$ cat src/rtl/temporizador_leds_jogada_if.sv
// Handshake bundle between the game control unit / board I/O and the timing
// and button responder.
interface temporizador_leds_jogada_if;
  logic       estado_ledsOn;
  logic       estado_ledsOff;
  logic       estado_espera;
  logic [3:0] dado_memoria;
  logic [3:0] botoes;
  logic       fimLedsOn;
  logic       fimLedsOff;
  logic       timeout;
  logic       tem_jogada;
  logic [3:0] jogada;
  logic [3:0] leds;

  modport master (
    output estado_ledsOn, estado_ledsOff, estado_espera, dado_memoria, botoes,
    input  fimLedsOn, fimLedsOff, timeout, tem_jogada, jogada, leds
  );

  modport slave (
    input  estado_ledsOn, estado_ledsOff, estado_espera, dado_memoria, botoes,
    output fimLedsOn, fimLedsOff, timeout, tem_jogada, jogada, leds
  );
endinterface

$ cat src/rtl/temporizador_leds_jogada.sv
// Phase timers (LED on/off, player timeout), button synchroniser with press
// edge detection, and registered LED drive, all slaved to the FSM's estado_* levels.
module temporizador_leds_jogada #(
  parameter int unsigned ON_CYCLES      = 1000,
  parameter int unsigned OFF_CYCLES     = 500,
  parameter int unsigned TIMEOUT_CYCLES = 5000
) (
  input logic                         clock,
  input logic                         reset,
  temporizador_leds_jogada_if.slave   bus
);

  localparam int unsigned ON_W  = $clog2(ON_CYCLES);
  localparam int unsigned OFF_W = $clog2(OFF_CYCLES);
  localparam int unsigned T_W   = $clog2(TIMEOUT_CYCLES);

  localparam logic [ON_W-1:0]  ON_LAST  = ON_W'(ON_CYCLES - 1);
  localparam logic [OFF_W-1:0] OFF_LAST = OFF_W'(OFF_CYCLES - 1);
  localparam logic [T_W-1:0]   T_LAST   = T_W'(TIMEOUT_CYCLES - 1);

  logic [ON_W-1:0]  cntOn;
  logic [OFF_W-1:0] cntOff;
  logic [T_W-1:0]   cntT;
  logic [3:0]       s1, s2, s3;
  logic [3:0]       ledsQ;
  logic [3:0]       ledsNext;

  // Each phase counter runs only while its estado is high and saturates at its last cycle.
  always_ff @(posedge clock or posedge reset) begin
    if (reset) begin
      cntOn  <= '0;
      cntOff <= '0;
      cntT   <= '0;
    end else begin
      if (!bus.estado_ledsOn)        cntOn <= '0;
      else if (cntOn != ON_LAST)     cntOn <= cntOn + ON_W'(1);

      if (!bus.estado_ledsOff)       cntOff <= '0;
      else if (cntOff != OFF_LAST)   cntOff <= cntOff + OFF_W'(1);

      if (!bus.estado_espera)        cntT <= '0;
      else if (cntT != T_LAST)       cntT <= cntT + T_W'(1);
    end
  end

  // Two-flop synchroniser plus one history stage for press detection.
  always_ff @(posedge clock or posedge reset) begin
    if (reset) begin
      s1    <= '0;
      s2    <= '0;
      s3    <= '0;
      ledsQ <= '0;
    end else begin
      s1    <= bus.botoes;
      s2    <= s1;
      s3    <= s2;
      ledsQ <= ledsNext;
    end
  end

  always_comb begin
    ledsNext = 4'b0000;
    if (bus.estado_ledsOn)      ledsNext = bus.dado_memoria;
    else if (bus.estado_espera) ledsNext = s2;
  end

  // The counters reset asynchronously, so these terms already read 0 during reset.
  assign bus.fimLedsOn  = bus.estado_ledsOn  & (cntOn  == ON_LAST);
  assign bus.fimLedsOff = bus.estado_ledsOff & (cntOff == OFF_LAST);
  assign bus.timeout    = bus.estado_espera  & (cntT   == T_LAST);
  assign bus.tem_jogada = (|s2) & ~(|s3);
  assign bus.jogada     = s2;
  assign bus.leds       = ledsQ;

endmodule
$ cat src/flat_wrapper.sv
// flat-port wrapper written by rule: the top's interface ports become plain ports
module temporizador_leds_jogada_flat 
#(
  parameter int unsigned ON_CYCLES      = 1000,
  parameter int unsigned OFF_CYCLES     = 500,
  parameter int unsigned TIMEOUT_CYCLES = 5000
)
  (clock, reset, bus_estado_ledsOn, bus_estado_ledsOff, bus_estado_espera, bus_dado_memoria, bus_botoes, bus_fimLedsOn, bus_fimLedsOff, bus_timeout, bus_tem_jogada, bus_jogada, bus_leds);
  temporizador_leds_jogada_if bus_i ();
  input logic clock;
  input logic reset;
  input wire logic [$bits(bus_i.estado_ledsOn)-1:0] bus_estado_ledsOn;
  input wire logic [$bits(bus_i.estado_ledsOff)-1:0] bus_estado_ledsOff;
  input wire logic [$bits(bus_i.estado_espera)-1:0] bus_estado_espera;
  input wire logic [$bits(bus_i.dado_memoria)-1:0] bus_dado_memoria;
  input wire logic [$bits(bus_i.botoes)-1:0] bus_botoes;
  output wire logic [$bits(bus_i.fimLedsOn)-1:0] bus_fimLedsOn;
  output wire logic [$bits(bus_i.fimLedsOff)-1:0] bus_fimLedsOff;
  output wire logic [$bits(bus_i.timeout)-1:0] bus_timeout;
  output wire logic [$bits(bus_i.tem_jogada)-1:0] bus_tem_jogada;
  output wire logic [$bits(bus_i.jogada)-1:0] bus_jogada;
  output wire logic [$bits(bus_i.leds)-1:0] bus_leds;
  assign bus_i.estado_ledsOn = bus_estado_ledsOn;
  assign bus_i.estado_ledsOff = bus_estado_ledsOff;
  assign bus_i.estado_espera = bus_estado_espera;
  assign bus_i.dado_memoria = bus_dado_memoria;
  assign bus_i.botoes = bus_botoes;
  assign bus_fimLedsOn = bus_i.fimLedsOn;
  assign bus_fimLedsOff = bus_i.fimLedsOff;
  assign bus_timeout = bus_i.timeout;
  assign bus_tem_jogada = bus_i.tem_jogada;
  assign bus_jogada = bus_i.jogada;
  assign bus_leds = bus_i.leds;
  temporizador_leds_jogada #(.ON_CYCLES(ON_CYCLES), .OFF_CYCLES(OFF_CYCLES), .TIMEOUT_CYCLES(TIMEOUT_CYCLES)) u_core (.clock(clock), .reset(reset), .bus(bus_i));
endmodule
$ cat config.mk
export PLATFORM = sky130hd
export DESIGN_NAME = temporizador_leds_jogada_flat
export DESIGN_NICKNAME = d
export VERILOG_FILES = /design/src/rtl/temporizador_leds_jogada_if.sv /design/src/rtl/temporizador_leds_jogada.sv /design/src/flat_wrapper.sv
export SDC_FILE = /design/constraint.sdc
export NUM_CORES = 1
export LEC_CHECK = 0
export ABC_AREA = 0
export CAP_MARGIN = 15
export CELL_PAD_IN_SITES_DETAIL_PLACEMENT = 1
export CELL_PAD_IN_SITES_GLOBAL_PLACEMENT = 1
export CORE_MARGIN = 5
export CORE_UTILIZATION = 30
export CTS_CLUSTER_SIZE = 30
export DETAILED_ROUTE_END_ITERATION = 12
export GPL_TIMING_DRIVEN = 0
export PLACE_DENSITY_LB_ADDON = 0.1
export REMOVE_ABC_BUFFERS = 1
export SKIP_LAST_GASP = 1
export SYNTH_ARGS = -nofsm -noshare
export SYNTH_HDL_FRONTEND = slang
export SYNTH_SLANG_ARGS = --single-unit
$ cat constraint.sdc
create_clock -name clock -period 1.63 [get_ports clock]
set_clock_uncertainty 0.15 [all_clocks]
set_input_delay 0.326 -clock clock [delete_from_list [all_inputs] [get_ports clock]]
set_output_delay 0.326 -clock clock [all_outputs]
set_load 0.01 [all_outputs]
Yosys cells after proc, flatten, opt, wreduce, memory -nomap -nowiden
Cells that the tools add are included.
- register bits: 48
- input port bits: 13
- output and inout bits: 12
- word-level logic and storage cells: 34
- add/subtract/negate cells: 3
- equality and inequality tests: 9
- muxes and demuxes: 8
- bitwise gates (word level): 5
- reduce and logical (&&, ||, !) cells: 2
- operators with widths (cell ; number):
    $mux 13 ; 2
    $mux 10 ; 2
    $mux 9 ; 2
    $add 13x1->13 const B ; 1
    $eq 13x13->1 const B ; 1
    $ne 13x13->1 const B ; 1
    $add 10x1->10 const B ; 1
    $eq 10x10->1 const B ; 1
    $ne 10x10->1 const B ; 1
    $add 9x1->9 const B ; 1
    $eq 9x9->1 const B ; 1
    $ne 9x9->1 const B ; 1
    $mux 4 ; 2
    $reduce_or 4->1 ; 2
    $ne 2x1->1 const B ; 3
    $and 1x1->1 ; 4
    $not 1->1 ; 1

Depth between registers and ports, before layout
- depth after elaboration: 3
- gate-level depth with buffers: 4
- depth with buffers taken out: 4

Worst setup path after synthesis
No wires, ideal clock.
- path type: reg-to-output
- start point: register u_core.cntT[3]
- end point: output bus_timeout
- arrival time: 1.411 ns
- data required time: 1.154 ns
- setup slack: -0.257 ns
- stages on the path, launching flop included: 3
- buffers on the path: 0
- cells stage by stage: dfrtp_1 -> or4b_4 -> nor4_1
- word-level cells in the longest chain between the ends: 2
- RTL lines (item ; line ; text):
    start, declared ; temporizador_leds_jogada.sv:23 ; logic [T_W-1:0] cntT;
    start signal, assigned ; temporizador_leds_jogada.sv:42 ; else if (cntT != T_LAST) cntT <= cntT + T_W'(1);
    $eq 13x13->1 ; temporizador_leds_jogada.sv:70 ; assign bus.timeout = bus.estado_espera & (cntT == T_LAST);
    $and 1x1->1 ; temporizador_leds_jogada.sv:70 ;
    end, declared ; flat_wrapper.sv:19 ; output wire logic [$bits(bus_i.timeout)-1:0] bus_timeout;
Every way passes these cells.

Worst setup path after layout
- start point: register u_core.cntT[4]
- end point: output bus_timeout
Same word-level chain as after synthesis.

==> impl_summary.md <==
CTS
TritonCTS created 5 clock buffers. Counting every sink on the clock net gives 48. The tree is rooted in a sky130_fd_sc_hd__clkbuf_8. The clock slew seen by the registers of the worst setup and hold paths is 0.10 ns. At the later pin of the worst-skew pair, clock insertion delay measures 0.30 ns. TritonCTS built the clock tree.

Buffers inserted to repair hold after CTS numbered 0. The clock tree buffer depth is 2. The H-tree was split into 2 levels.

Floorplan
The floorplan step defined a die boundary enclosing 9050 sq um. The die is 95.1 um tall. The initial utilization of the core area, before any placement, comes to 30.5%. Row generation in the floorplan step produced 31 rows. The area of the core is 7140 sq um. Pin placement for this block handled 25 I/O pins.

The die is 95.1 um wide.

Timing
For the pin with the worst max-slew slack, the measured transition is 0.777 ns. The worst path setup slack after routing is -0.546 ns. The number of slew-limit violations in the final report was 0. The count of final hold-check violations was 0. The worst slew margin relative to its limit is 48.2%. Setup repair after global routing could not meet its margin everywhere.

The fraction of the cycle the final worst path needs is 134%. The number of endpoints failing setup at the final stage is 8. The smallest clock period supported by the final layout is computed as 2.18 ns. The maximum clock rate is 0.459 GHz.

Global route
The number of antenna violations at the first check in global routing was 0. The number of global-route vias before repair is 1894. After global routing the overflow that remains totals 0. The overall track demand over capacity in global routing is 12.7%. The first-pass GRT wire length is 9.05 mm. The largest net degree at the start of global routing is 31.

Place
The count of buffers added on input and output ports is 24. The instance area after placement is 2540 sq um. At the end of routability-driven placement, the weighted congestion stood at 0.700. The instance count after placement with tap cells included is 323. The placed wire-length estimate after detailed placement is 3.32 mm.

Finish
Relative to the synthesized area, the layout overhead comes to 34.0%. The share of post-route cells with drive strength above 1 is 25.2%. The diode insertion count for antenna repair is 0. The final instance area is 2910 sq um. The non-filler instance count after layout is 357.

The final net count is 273.

Detailed routing
The length of the first detailed-routing pass in iterations is 4. In the detailed route, the total length drawn on met2 is 2.35 mm. The wire length reported by the detailed router is 5.08 mm.

The number of DRC violations after detailed-routing iteration 0 is 22. Across all layers, the routed design uses 1758 vias. The routed via count divided by cell count is 4.92. The wire length on met1 is 2.46 mm. The average wire length per cell after detail routing is 14.2 um. The routed wire length on met3 is 218 um.

After detailed routing, the number of remaining DRC violations is 0. Once detail routing completed, the nets flagged for antenna violations numbered 0. The highest metal layer with signal wires is met4.

Setup path
Data on the critical path is required at its endpoint by 1.15 ns. The endpoint identified for the worst register-to-register timing path is u_core.cntT[0]. The worst setup path is of the reg -> out kind. Along the worst path, the maximum fanout reaches 2. STA classifies the critical path startpoint as a flop. The worst register-to-register path begins at u_core.cntT[10]. The depth of the worst register-to-register path is 3. The worst setup path is captured at an output port. The setup check on the worst reg-to-reg path leaves a slack of -0.10 ns. Data arrives at the worst endpoint at 1.70 ns.

Power
Summed over all nets, the switching power comes to 0.000578 W. The worst voltage drop across the vdd grid is 0.000319 V. The share of total power dissipated in the clock network is 34.0%.

Net switching is 26.0% of the power. The static leakage power is 1.21 nW. Combinational logic is responsible for 9.1% of the overall power. The sequential share of power is 56.9%. In this run the power density over the cells is 762 nW/um^2. The cell internal power dissipation is 0.00164 W.

Synth
The commonest cells after synthesis are 48 x sky130_fd_sc_hd__dfrtp_1, 27 x sky130_fd_sc_hd__nand2_1, 11 x sky130_fd_sc_hd__mux2i_1. Of all cell types, the one taking the most synthesized area is sky130_fd_sc_hd__dfrtp_1. The flip-flop and latch count after synthesis is 48.

The mapped cell area is 2170 sq um. The cell count after synthesis came out at 202. The share of synthesized area occupied by flip-flops and latches is 55.3%.

Synthesis instantiated 39 different standard cells from the library. Ranked by total cell area, the synthesized netlist is headed by sky130_fd_sc_hd__dfrtp_1 55%, sky130_fd_sc_hd__mux2i_1 5.1%, sky130_fd_sc_hd__nand2_1 4.7%. After synthesis, the mean cell area works out to 10.8 sq um.

During synthesis, Yosys emitted a total of 0 warnings. Counting flops with a built-in enable in the synthesized netlist gives 0. In the synthesized netlist the dominant register cell turns out to be sky130_fd_sc_hd__dfrtp_1. Of all flip-flops after synthesis, the portion carrying an async set or reset was 100%.

In this run the biggest area consumer among cell types represents 55.3% of the synthesized area. The cell with the most instances after synthesis is sky130_fd_sc_hd__dfrtp_1.

Worst hold path
The path class of the lowest-slack min-delay path is in -> async.

Status
The run finished, with violations left. The checks that failed: negative setup slack.

Flow run
Across the run, the number of max-cap violations was 0.
==> worst max-delay path: stages (launching register included) <==
cell                      delay, ns
sky130_fd_sc_hd__dfrtp_1       0.39
sky130_fd_sc_hd__or4b_4        0.58
sky130_fd_sc_hd__nor4_4        0.26
sky130_fd_sc_hd__buf_2         0.17
==> through the flow <==
stage	util (%)	setup TNS (ns)	worst slack (ns)	total power, W	hold slack (ns)
after floorplan	-	-0.406	-0.257	0.00135	0.181
after global placement	35.3	-62.82	-1.27	0.00145	0.181
after detailed placement	35.6	-11.12	-1.27	0.00146	0.186
after CTS	39.7	-1.82	-0.570	0.00224	0.192
after global routing	40.8	-2.45	-0.646	0.00233	0.209
final	40.8	-1.64	-0.546	0.00222	0.182
==> cell families after synthesis <==
kind of cell             share of synthesized area [%]
AND/OR/NAND/NOR                                   23.7
flip-flops                                        55.3
AO/OA/AOI/OAI                                     10.6
buffers and inverters                             2.07
multiplexers                                      5.07
XOR/XNOR                                          1.61
adder cells (fa/ha/maj)                           1.73
==> layout make-up <==
type / instances / area [sq um]
fill: 828 / 4230
sequential: 48 / 1200
multi-input combinational: 143 / 1030
timing repair buffer: 51 / 429
tap: 99 / 124
clock buffer: 5 / 68.8
inverter: 8 / 31.3
clock inverter: 3 / 22.5
==> metal layers <==
metal | vias up | GRT usage (%)
met2 | 28 | 20.1
met4 | 0 | 3.61
met3 | 4 | 3.87
met1 | 882 | 16.7
met5 | - | 0
li1 | 844 | -
==> placed cells by master (no fill, tap or decap), drive strengths merged, types with 2 or more instances in the layout <==
| master | count |
|---|---|
| nand2 | 27 |
| or4b | 2 |
| a21oi | 10 |
| or3 | 7 |
| dlygate4sd2 | 9 |
| clkbuf | 6 |
| a22o | 4 |
| and4 | 2 |
| nor2 | 7 |
| o31ai | 6 |
| dfrtp | 48 |
| buf | 31 |
| ha | 3 |
| mux2i | 11 |
| inv | 8 |
| o21ai | 7 |
| xor2 | 3 |
| nand2b | 9 |
| or4 | 7 |
| nand4 | 5 |
| clkinv | 3 |
| nor4 | 6 |
| clkdlybuf4s50 | 10 |
| nor3 | 2 |
| nand3 | 9 |
| and2 | 5 |
==> flip-flops by register name, indices dropped and copies added (netlist names) <==
signal	count
u_core.cntT	13
u_core.cntOn	10
u_core.cntOff	9
u_core.bus.jogada	4
u_core.bus.leds	4
u_core.s1	4
u_core.s3	4
==> what timing repair did <==
| action | 4_1_cts | 5_1_grt |
|---|---|---|
| setup endpoints to repair | 30 | 16 |
| setup buffers | 20 | 6 |
| resized for setup | 44 | 10 |
| pin swaps | 8 | 4 |
==> power by group through the flow <==
stage	registers (W)	logic, W	clock network (W)
after floorplan	0.00128	0.0000684	0
after global placement	0.00129	0.000163	0
after detailed placement	0.00129	0.000170	0
after CTS	0.00126	0.000196	0.000785
after global routing	0.00127	0.000228	0.000837
final	0.00126	0.000203	0.000754
==> worst max-delay path by stage <==
stage,endpoint,from,cells past startpoint,slack (ns)
floorplan,bus_timeout,u_core.cntT[3],2,-0.26
global placement,bus_timeout,bus_estado_espera,4,-1.27
detailed placement,bus_timeout,bus_estado_espera,4,-1.27
CTS,bus_timeout,u_core.cntT[4],3,-0.57
global route,bus_timeout,u_core.cntT[4],3,-0.65
finish,bus_timeout,u_core.cntT[4],3,-0.55
(Power assumes the default switching activity.)
